**config.mk**
```make
export PLATFORM = sky130hd
export DESIGN_NAME = sync_debounce
export DESIGN_NICKNAME = d
export VERILOG_FILES = /design/src/rtl/sync_debounce.sv
export SDC_FILE = /design/constraint.sdc
export NUM_CORES = 1
export LEC_CHECK = 0
export CAP_MARGIN = 0
export CORE_UTILIZATION = 55
export CTS_CLUSTER_DIAMETER = 60
export CTS_CLUSTER_SIZE = 16
export DETAILED_ROUTE_END_ITERATION = 8
export PLACE_DENSITY = 0.74
export SLEW_MARGIN = 20
export SYNTH_ARGS = -nofsm -noshare
export SYNTH_HDL_FRONTEND = slang
export SYNTH_SLANG_ARGS = --single-unit
```
**constraint.sdc**
```tcl
create_clock -name clk -period 2 [get_ports clk]
set_clock_uncertainty 0.05 [all_clocks]
set_input_delay 0.2 -clock clk [delete_from_list [all_inputs] [get_ports clk]]
set_output_delay 0.2 -clock clk [all_outputs]
set_load 0.01 [all_outputs]
```
**src/rtl/sync_debounce.sv**
```systemverilog
// Posedge sync stage plus a two-state debouncer with registered rise/fall pulses.
// Optional EDGE_CNT_EN macro adds an 8-bit count of accepted dout transitions.
module sync_debounce #(
  parameter int DEBOUNCE_CYCLES = 4,
  parameter int CNT_W           = 16
) (
  input  logic       clk,
  input  logic       rst,
  input  logic       din,
  output logic       dout,
  output logic       rise,
  output logic       fall,
  output logic       busy
`ifdef EDGE_CNT_EN
  ,
  output logic [7:0] edge_cnt
`endif
);

  localparam logic [0:0] STABLE = 1'b0;
  localparam logic [0:0] CHECK  = 1'b1;
  localparam logic [CNT_W-1:0] LAST = CNT_W'(DEBOUNCE_CYCLES - 1);

  logic             sync_q;
  logic [0:0]       state;
  logic [CNT_W-1:0] cnt;

  assign busy = (state == CHECK);

  always_ff @(posedge clk or negedge rst) begin
    if (!rst) begin
      sync_q <= 1'b0;
      dout   <= 1'b0;
      rise   <= 1'b0;
      fall   <= 1'b0;
      cnt    <= '0;
      state  <= STABLE;
    end else begin
      sync_q <= din;
      rise   <= 1'b0;
      fall   <= 1'b0;
      case (state)
        STABLE: begin
          if (sync_q != dout) begin
            state <= CHECK;
            cnt   <= '0;
          end
        end
        CHECK: begin
          // A return to the old level aborts qualification without a pulse.
          if (sync_q == dout) begin
            state <= STABLE;
            cnt   <= '0;
          end else if (cnt == LAST) begin
            dout  <= sync_q;
            rise  <= sync_q;
            fall  <= ~sync_q;
            state <= STABLE;
            cnt   <= '0;
          end else begin
            cnt <= cnt + 1'b1;
          end
        end
        default: begin
          state <= STABLE;
          cnt   <= '0;
        end
      endcase
    end
  end

`ifdef EDGE_CNT_EN
  // Counts on the cycle the pulse is registered, so it tracks dout changes exactly.
  always_ff @(posedge clk or negedge rst) begin
    if (!rst)
      edge_cnt <= 8'd0;
    else if (state == CHECK && sync_q != dout && cnt == LAST)
      edge_cnt <= edge_cnt + 8'd1;
  end
`endif

endmodule
```
==> reports/qor.yml <==
cp.arrival_ns: 2.02
gp_congestion: 0.859
dp_hpwl_mm: 1.77
die_h_um: 49.5
finalPower_uw: 1050
wl_per_cell_um: 16.1
outcome: "completed"
avgSynthCellArea_um2: 9.78
power_leakage_uw: 0.000507
worst_pin_slew_ns: 0.626
ys_ff_latch: 21
antennaDiodeCount: 0
grtUsageTotal: 0.238
path_class: "reg2reg"
synth.top_cell.area_share: 0.423
yosys_warnings: 0
hold_violations: 0
dr.pass1.iters: 4
required_ns: 2.20
via_per_inst: 6.73
grt_max_degree: 29
worstReg2RegEnd: "cnt[14]"
timing.slew.headroom: 0.581
worstSetupStartpointType: "flop"
synth_cell_type_count: 42
drt_first_iter_violations: 40
rows: 16
cap_violations: 0
wirelength_mm: 2.54
htreeDepth: 1
crit_fanout: 7
r2r_slack_ns: 0.18
irDropWorstVdd_mv: 0.625
fp.dieArea_um2: 2450
fin_setup_tns_ns: 0
cts_inserted_buffers: 3
syn_inst: 127
cts_tree: "yes"
min_path_type: "in2async"
drcViolationCount: 0
clk_pin_slew_ns: 0.12
rsz0062_at_grt: "false"
reg2reg_depth: 5
die_x_um: 49.5
numClockSinks: 21
synth_area_leaders: "dfrtp_1 42%, a31oi_1 7.6%, nand3_1 5.2%"
initial_utilization: 0.608
min_period_ns: 1.82
cts_resized: 0
powerDensity_nw_per_um2: 781
syn_to_final_growth_pct: 8.06
cts-root-buf: "clkbuf_4"
vias: 1063
finalMaxSlewViolations: 0
grt_pass1_vias: 939
drtAntennaViolNets: 0
cts_setup_buffers: 0
critPathLaunch: "cnt[0]"
cp-end-kind: "flop"
synth_area_leader_cell: "dfrtp_1"
grt_overflow: 0
fmax_mhz: 550
netlist_area_um2: 1240
max-clock-path-buffers: 2
holdWs_ns: 0.173
portBuffers: 6
clkLatencyLatePin_ns: 0.31
core-area_um2: 2040
holdBufCountCts: 0
ios: 7
synth_nets: 131
post-route-period-util: 0.910
grt_pass1_wl_mm: 4.36
yosysSeqAreaShare: 0.423
setup_viol: 0
antenna_found_initial: 0
r2r-start: "cnt[0]"
worstSetupEndpoint: "cnt[14]"
drive_above_1_share: 0.130
layout.nets: 136
==> final cells by class <==
type	instances	area (µm²)
fillers	165	699
multi-input cells	94	662
flip-flops and latches	21	526
repair buffers	9	82.6
well taps	27	33.8
clock buffers	3	22.5
inverters	3	11.3
clock inverters	1	5.00
==> metrics by stage <==
| step | cells | setup WS, ns | cell area (µm²) | util |
|---|---|---|---|---|
| 6_report | 158 | 0.180 | 1340 | 0.657 |
| 4_1_cts | 158 | 0.190 | 1340 | 0.657 |
| 3_3_place_gp | 154 | 0.268 | 1320 | 0.644 |
| 3_5_place_dp | 154 | 0.220 | 1320 | 0.644 |
| 2_1_floorplan | 127 | 0.248 | 1240 | - |
| 5_1_grt | 158 | 0.0538 | 1340 | 0.657 |
==> synthesized netlist by cell type <==
| cell type | instances |
|---|---|
| or3_1 | 1 |
| nor2_1 | 5 |
| buf_2 | 5 |
| nor3_1 | 2 |
| o2111ai_1 | 1 |
| nand3_2 | 1 |
| xor2_1 | 1 |
| o21ai_1 | 1 |
| and3_1 | 1 |
| a41oi_1 | 4 |
| dfrtp_1 | 21 |
| nand4_1 | 7 |
| nor4b_4 | 1 |
| and4_2 | 1 |
| buf_1 | 1 |
| o211ai_1 | 1 |
| o221ai_1 | 1 |
| or2_4 | 1 |
| ha_1 | 1 |
| a31oi_1 | 15 |
| nor4_1 | 2 |
| buf_4 | 1 |
| or4_1 | 3 |
| or4_4 | 1 |
| mux2_4 | 1 |
| nand4_4 | 1 |
| nor3b_1 | 2 |
| o22ai_1 | 1 |
| a32o_1 | 1 |
| a21oi_1 | 1 |
| nand2_1 | 9 |
| nand3b_1 | 3 |
| nand4bb_1 | 1 |
| nor4_4 | 1 |
| and3_2 | 1 |
| clkbuf_1 | 2 |
| inv_1 | 3 |
| mux2i_1 | 2 |
| and2_1 | 3 |
| nor4_2 | 1 |
| nand2b_1 | 2 |
| nand3_1 | 13 |
==> cell usage in the layout (no fill, tap or decap), types with 4 or more instances in the layout <==
cell / n
a31oi_1: 15
a41oi_1: 4
clkdlybuf4s50_1: 6
dfrtp_1: 21
nand2_1: 9
nand3_1: 13
nand4_1: 7
nor2_1: 5
==> how the worst min path moves through the flow <==
stage,from,to,slack [ns],depth (start not counted)
after floorplan,rst,busy,-0.15,0
after global placement,sync_q,fall,0.43,1
after detailed placement,sync_q,fall,0.44,1
after CTS,rst,cnt[5],0.18,2
after global routing,rst,busy,0.18,2
final,rst,dout,0.17,2
==> worst max-delay path, cell delays in order (launching register included) <==
cell and delay (ns):
dfrtp_1 0.44, ha_1 0.28, nand3_2 0.16, or4_4 0.55, nand4bb_1 0.20, nand3_1 0.09
==> registers in the layout (all words and copies together), names as in the netlist <==
register and cells:
cnt 16, busy 1, dout 1, fall 1
rise 1, sync_q 1
==> layer usage <==
| layer | global-route usage | part of all wire | vias up |
|---|---|---|---|
| met2 | 0.356 | 0.49 | 37 |
| li1 | - | - | 504 |
| met4 | 0.0905 | 0.011 | 0 |
| met1 | 0.343 | 0.46 | 518 |
| met3 | 0.0401 | 0.045 | 4 |
| met5 | 0 | 0 | - |
==> kinds of logic (layout without fill, tap and decap cells) <==
| group | Yosys count | in the layout | synth area share |
|---|---|---|---|
| fa+ha+maj | 1 | 1 | 0.0101 |
| buf+inv | 12 | 16 | 0.0443 |
| xor+xnor | 1 | 1 | 0.00705 |
| compound gates | 26 | 26 | 0.145 |
| mux | 3 | 3 | 0.0282 |
| flops | 21 | 21 | 0.423 |
| simple gates | 63 | 63 | 0.342 |
==> report_power, final <==
part	switching [µW]	leakage (µW)	total, µW	internal (µW)
clock	132	0.0000177	206	74.7
sequential	48.5	0.000286	508	459
combinational	202	0.000203	335	133
total	382	0.000507	1050	666
Power figures use the tool's default switching activity.
